## config.mk

```make
export PLATFORM = sky130hd
export DESIGN_NAME = rbm_affine_sampler
export DESIGN_NICKNAME = d
export VERILOG_FILES = /design/src/rtl/rbm_affine_sampler.sv
export SDC_FILE = /design/constraint.sdc
export NUM_CORES = 2
export LEC_CHECK = 0
export ABC_AREA = 1
export ABC_CLOCK_PERIOD_IN_PS = 1600
export BUFFER_PORTS_ARGS = -buffer_cell sky130_fd_sc_hd__buf_4
export CAP_MARGIN = 10
export CORE_ASPECT_RATIO = 0.7
export CORE_UTILIZATION = 58
export DETAILED_ROUTE_END_ITERATION = 8
export PLACE_DENSITY = 0.83
export SETUP_SLACK_MARGIN = 0.5
export SLEW_MARGIN = 20
export SYNTH_ARGS = -nofsm -noshare
export SYNTH_HDL_FRONTEND = slang
export SYNTH_SLANG_ARGS = --single-unit
```

## constraint.sdc

```tcl
create_clock -name clock -period 1.6 [get_ports clock]
set_input_delay 0.24 -clock clock [delete_from_list [all_inputs] [get_ports clock]]
set_output_delay 0.24 -clock clock [all_outputs]
set_load 0.01 [all_outputs]
```

## src/rtl/rbm_affine_sampler.sv

```systemverilog
// RBM hidden-layer sampler: registered affine V*W+b per output plus per-output LFSR Bernoulli bit.
// Define RBM_SAT_EN for full-precision accumulation with saturation; otherwise sums wrap to DATA_W bits.
module rbm_affine_sampler #(
   parameter int          DATA_W    = 12,
   parameter int          IN_DIM    = 6,
   parameter int          OUT_DIM   = 5,
   parameter logic [7:0]  SEED_BASE = 8'h01
) (
   input  logic                              clock,
   input  logic                              reset,
   input  logic                              in_valid,
   input  logic [IN_DIM*DATA_W-1:0]          image_i,
   input  logic [IN_DIM*OUT_DIM*DATA_W-1:0]  weight_i,
   input  logic [OUT_DIM*DATA_W-1:0]         bias_i,
   output logic [OUT_DIM*DATA_W-1:0]         affine_o,
   output logic [OUT_DIM*8-1:0]              rnd_o,
   output logic [OUT_DIM-1:0]                hout_o,
   output logic                              out_valid
);

   localparam int ACC_W = 2*DATA_W + $clog2(IN_DIM) + 1;

   function automatic logic signed [DATA_W-1:0] affine_elem(
      input int                              j,
      input logic [IN_DIM*DATA_W-1:0]        v_vec,
      input logic [IN_DIM*OUT_DIM*DATA_W-1:0] w_mat,
      input logic [OUT_DIM*DATA_W-1:0]       b_vec
   );
      logic signed [DATA_W-1:0]   v;
      logic signed [DATA_W-1:0]   w;
      logic signed [2*DATA_W-1:0] prod;
`ifdef RBM_SAT_EN
      localparam logic signed [ACC_W-1:0] SAT_MAX = ACC_W'((1 << (DATA_W-1)) - 1);
      localparam logic signed [ACC_W-1:0] SAT_MIN = ~SAT_MAX;
      logic signed [ACC_W-1:0]    acc;
      acc = ACC_W'($signed(b_vec[j*DATA_W +: DATA_W]));
      for (int i = 0; i < IN_DIM; i++) begin
         v    = v_vec[i*DATA_W +: DATA_W];
         w    = w_mat[(i*OUT_DIM+j)*DATA_W +: DATA_W];
         prod = v * w;
         acc  = acc + ACC_W'(prod);
      end
      if (acc > SAT_MAX)      affine_elem = SAT_MAX[DATA_W-1:0];
      else if (acc < SAT_MIN) affine_elem = SAT_MIN[DATA_W-1:0];
      else                    affine_elem = acc[DATA_W-1:0];
`else
      logic signed [DATA_W-1:0]   acc;
      acc = b_vec[j*DATA_W +: DATA_W];
      for (int i = 0; i < IN_DIM; i++) begin
         v    = v_vec[i*DATA_W +: DATA_W];
         w    = w_mat[(i*OUT_DIM+j)*DATA_W +: DATA_W];
         prod = v * w;
         acc  = acc + prod[DATA_W-1:0];
      end
      affine_elem = acc;
`endif
   endfunction

   // Clamp the affine result into an 8-bit probability proxy.
   function automatic logic [7:0] prob_of(input logic signed [DATA_W-1:0] a);
      if (a < 0)                          prob_of = 8'h00;
      else if (a > $signed(DATA_W'(255))) prob_of = 8'hFF;
      else                                prob_of = a[7:0];
   endfunction

   function automatic logic [7:0] seed_of(input int j);
      logic [7:0] s;
      s = SEED_BASE + 8'(16*j);
      seed_of = (s == 8'h00) ? 8'h01 : s;
   endfunction

   logic [7:0]                r_lfsr [OUT_DIM];
   logic [OUT_DIM*DATA_W-1:0] r_affine;
   logic [OUT_DIM-1:0]        r_hout;
   logic                      r_valid;
   logic [OUT_DIM*DATA_W-1:0] w_affine;
   logic [OUT_DIM-1:0]        w_hit;

   // NOTE: every output of a combinational block is defaulted first so no path infers a latch.
   always_comb begin
      w_affine = '0;
      w_hit    = '0;
      for (int j = 0; j < OUT_DIM; j++) begin
         w_affine[j*DATA_W +: DATA_W] = affine_elem(j, image_i, weight_i, bias_i);
         w_hit[j] = prob_of(w_affine[j*DATA_W +: DATA_W]) > r_lfsr[j];
      end
   end

   // NOTE: state uses non-blocking assignments so every register samples pre-edge values,
   // which is what lets hout compare against the LFSR state before it advances.
   always_ff @(posedge clock or negedge reset) begin
      if (!reset) begin
         r_affine <= '0;
         r_hout   <= '0;
         r_valid  <= 1'b0;
         // NOTE: the LFSR array is a handful of flops, so it is reset element by element to its seeds.
         for (int j = 0; j < OUT_DIM; j++) r_lfsr[j] <= seed_of(j);
      end else begin
         r_valid <= in_valid;
         if (in_valid) begin
            r_affine <= w_affine;
            r_hout   <= w_hit;
            for (int j = 0; j < OUT_DIM; j++)
               r_lfsr[j] <= {r_lfsr[j][6:0], r_lfsr[j][7] ^ r_lfsr[j][5] ^ r_lfsr[j][4] ^ r_lfsr[j][3]};
         end
      end
   end

   always_comb begin
      rnd_o = '0;
      for (int j = 0; j < OUT_DIM; j++) rnd_o[j*8 +: 8] = r_lfsr[j];
   end

   assign affine_o  = r_affine;
   assign hout_o    = r_hout;
   assign out_valid = r_valid;

endmodule

```

==> reports/summary.md <==
* **core region area** 0.139 mm²
* **all-layer global routing usage** 0.479
* **slowest stage cell, crit path** sky130_fd_sc_hd__fa_2
* **cells on worst reg2reg path** 8
* **number of ports placed on the die boundary** 601
* **Crit Path Max Fanout** 8
* **EDFF count, synth** 0
* **fraction of synthesized cell area taken by the top area cell type** 0.391
* **final setup violation count** 65
* **Max clock buf depth** 2
* **number of max-slew violations in the final report** 0
* **setup skew after layout** 9.81 ps
* **final worst-path cycle share** 5.39
* **cell mode on critical path** sky130_fd_sc_hd__fa_1
* **DRC violations left** 0
* **Max-Cap Viols** 0
* **slew of the pin with the lowest slew margin** 668 ps
* **most frequently used cell type in the post-synthesis netlist** sky130_fd_sc_hd__inv_1
* **total number of clock tree sinks** 106
* **count of filler cells inserted in the layout** 10600
* **overall die width** 450 µm
* **Highest Clock Rate** 116 MHz
* **global-route wire length before repair** 495 mm
* **final setup margin** -7020 ps
* **non-filler instance count after layout** 14300
* **number of placement rows** 114
* **Unique masters post-synth** 45
* **mapped cell area** 0.0815 mm²
* **post-detailed-placement half-perimeter wirelength** 301 mm
* **via total after detailed routing** 77700
* **CP bufs+invs** 16
* **detail-routed via count per cell** 5.42
* **Die Ht** 316 µm
* **required time at the worst-slack endpoint** 1830 ps
* **Worst R2R Start** rnd_o[35]$_DFFE_PN0P_
* **vias in the first global route** 78300
* **placed instance count** 14200
* **kind of cell adding the most delay to the critical path** adder cells
* **main flop type after synthesis** sky130_fd_sc_hd__dfrtp_1
* **CP endpoint kind** flip-flop
* **clock tree from TritonCTS** done
* **clock latency on the worst-skew pair** 350 ps
* **post-synthesis cell type with the largest combined area** sky130_fd_sc_hd__fa_1
* **Post-Syn Nets** 14100
* **ranking of synthesized cells by area** sky130_fd_sc_hd__fa_1, sky130_fd_sc_hd__inv_1, sky130_fd_sc_hd__nand2_1
* **synthesis-stage register bit count** 106
* **warning count from the yosys run** 0
* **Area Growth Syn to Fin** 24.1%
* **depth of the CTS H-tree** 3
* **Sequential Area** 0.00267 mm²
* **violations in the final reports** setup timing
* **worst min path class** input port to flip-flop
* **worst slack on hold paths** 298 ps
* **Mean Syn Cell Area** 7.35 µm²
* **full die area** 0.142 mm²
* **Reg clk slew, reported paths** 80 ps
* **FF-to-FF End** hout_o[4]$_DFFE_PN0P_
* **category of the worst setup path launch point** input port
* **layout cells sized above 1** 0.203
* **reg-to-reg slack, setup** 10 ps
* **fin crit period** 8620 ps
* **total clock buffers created by CTS** 9
* **total iterations of the first detailed-routing run** 8
* **Final #Nets** 15500
* **routability congestion estimate** 1.10
* **violation count after the first detailed-route iteration** 10200
* **detail-routed net length per standard cell** 24.1 µm
* **kind of critical path** input port to flip-flop
* **Worst Setup SP** image_i[52]
* **end of the critical path** hout_o[1]$_DFFE_PN0P_
* **port bufs** 600
* **number of instances in the synthesized netlist** 11100
* **arrival time worst endpoint** 8860 ps
* **initial core utilization** 0.587
* **CTS root buffer** sky130_fd_sc_hd__clkbuf_16
* **sum of routed wire length over all layers** 345 mm
* **number of endpoints with negative hold slack in the final report** 0
* **register area share after synthesis** 0.0327
* **cell area after placement** 0.0961 mm²
* **Slew headroom** 0.551
* **Max stage delay on crit path** 600 ps
* **most frequent cells after synthesis** sky130_fd_sc_hd__inv_1, sky130_fd_sc_hd__nand2_1, sky130_fd_sc_hd__fa_1
* **multi-input combinational cell area** 0.0665 mm²
* **post-detailed-route count of antenna-violating nets** 0
* **aggregate global routing overflow** 0
* **run status** complete, but fails checks
* **Post-Route Setup TNS** -299700 ps
* **critical path depth in cells** 44
* **unrepaired setup endpoints after global routing** true
* **final standard cell area without fillers** 0.101 mm²
* **maximum number of pins on one net before global-route repair** 94
* **proportion of synthesized flip-flops having asynchronous set or reset** 1.00
* **number of antenna violations at the first check in global routing** 14
worst min path at each step:
stage                        start                        to  slack (ps)  depth (start not counted)
after floorplan              reset   affine_o[0]$_DFFE_PN0P_         -60                          0
after global placement       reset   affine_o[4]$_DFFE_PN0P_         190                          1
after detailed placement     reset   affine_o[6]$_DFFE_PN0P_         190                          1
after CTS                 in_valid       out_valid$_DFF_PN0_         310                          2
after global routing      in_valid  affine_o[16]$_DFFE_PN0P_         330                          3
final                     in_valid       out_valid$_DFF_PN0_         300                          2
flip-flops by register name (all words and copies together), names as in the netlist:
signal,flops
affine_o,60
rnd_o,40
hout_o,5
out_valid,1
cell families (layout without fill, tap and decap cells):
| group | Yosys count | count (layout) | share of synthesized area |
|---|---|---|---|
| AND/OR/NAND/NOR | 3811 | 3811 | 0.184 |
| AO/OA/AOI/OAI | 195 | 195 | 0.0133 |
| other | 0 | 16 | 0 |
| buffers and inverters | 3998 | 5379 | 0.187 |
| XOR/XNOR | 469 | 469 | 0.0511 |
| flip-flops | 106 | 106 | 0.0327 |
| adder cells (fa/ha/maj) | 2510 | 2510 | 0.532 |
layout make-up:
class	instances	share of cell area
multi-input combinational	6985	0.658
timing repair buffer	1787	0.157
clock inverter	7	0.000780
inverter	3576	0.133
tap	1856	0.0230
clock buffer	9	0.00223
sequential	106	0.0264
antenna	16	0.000396
through the flow:
step	util	worst slack (ps)
floorplan	-	-6470
global placement	0.693	-7580
detailed placement	0.693	-7660
CTS	0.711	-6910
global route	0.728	-7270
finish	0.729	-7020
timing repair:
action / 4_1_cts / 5_1_grt
cloned: 0 / 5
endpoints found under the hold margin: 21 / 0
endpoints found under the setup margin: 172 / 175
pin swaps: 218 / 263
resized for setup: 488 / 482
buffers inserted: 72 / 58
hold buffers: 1 / 0
routing by layer:
metal,part of all wire,global-route usage,vias up
met1,0.38,0.645,37700
met3,0.17,0.220,1030
li1,-,-,33600
met4,0.052,0.188,8
met5,0.00065,0.00944,-
met2,0.40,0.668,5345
placed cells by master, fill, tap and decap left out, types with 13 or more instances in the layout:
| master | netlist | layout |
|---|---|---|
| sky130_fd_sc_hd__fa_1 | 1593 | 1434 |
| sky130_fd_sc_hd__o21ai_0 | 100 | 44 |
| sky130_fd_sc_hd__a21oi_1 | 58 | 19 |
| sky130_fd_sc_hd__ha_4 | 0 | 100 |
| sky130_fd_sc_hd__xor2_1 | 230 | 216 |
| sky130_fd_sc_hd__nor2_1 | 49 | 41 |
| sky130_fd_sc_hd__inv_1 | 3571 | 3404 |
| sky130_fd_sc_hd__clkbuf_16 | 0 | 14 |
| sky130_fd_sc_hd__or2_1 | 13 | 13 |
| sky130_fd_sc_hd__diode_2 | 0 | 16 |
| sky130_fd_sc_hd__nand3b_1 | 30 | 30 |
| sky130_fd_sc_hd__o21ai_2 | 0 | 25 |
| sky130_fd_sc_hd__buf_12 | 0 | 104 |
| sky130_fd_sc_hd__nand2_1 | 3394 | 3277 |
| sky130_fd_sc_hd__ha_1 | 917 | 813 |
| sky130_fd_sc_hd__nand3_1 | 265 | 247 |
| sky130_fd_sc_hd__nand4_1 | 16 | 16 |
| sky130_fd_sc_hd__nand3_2 | 3 | 16 |
| sky130_fd_sc_hd__o21ai_1 | 1 | 31 |
| sky130_fd_sc_hd__inv_2 | 5 | 163 |
| sky130_fd_sc_hd__a21oi_2 | 5 | 38 |
| sky130_fd_sc_hd__buf_6 | 3 | 170 |
| sky130_fd_sc_hd__xnor2_1 | 232 | 221 |
| sky130_fd_sc_hd__buf_8 | 0 | 40 |
| sky130_fd_sc_hd__nand2_4 | 4 | 34 |
| sky130_fd_sc_hd__nand2_2 | 12 | 98 |
| sky130_fd_sc_hd__fa_2 | 0 | 159 |
| sky130_fd_sc_hd__buf_4 | 19 | 1461 |
| sky130_fd_sc_hd__dfrtp_1 | 96 | 96 |
Power is not shown: default switching activity piles up to over one toggle a cycle in this logic, so the estimate is an artifact.
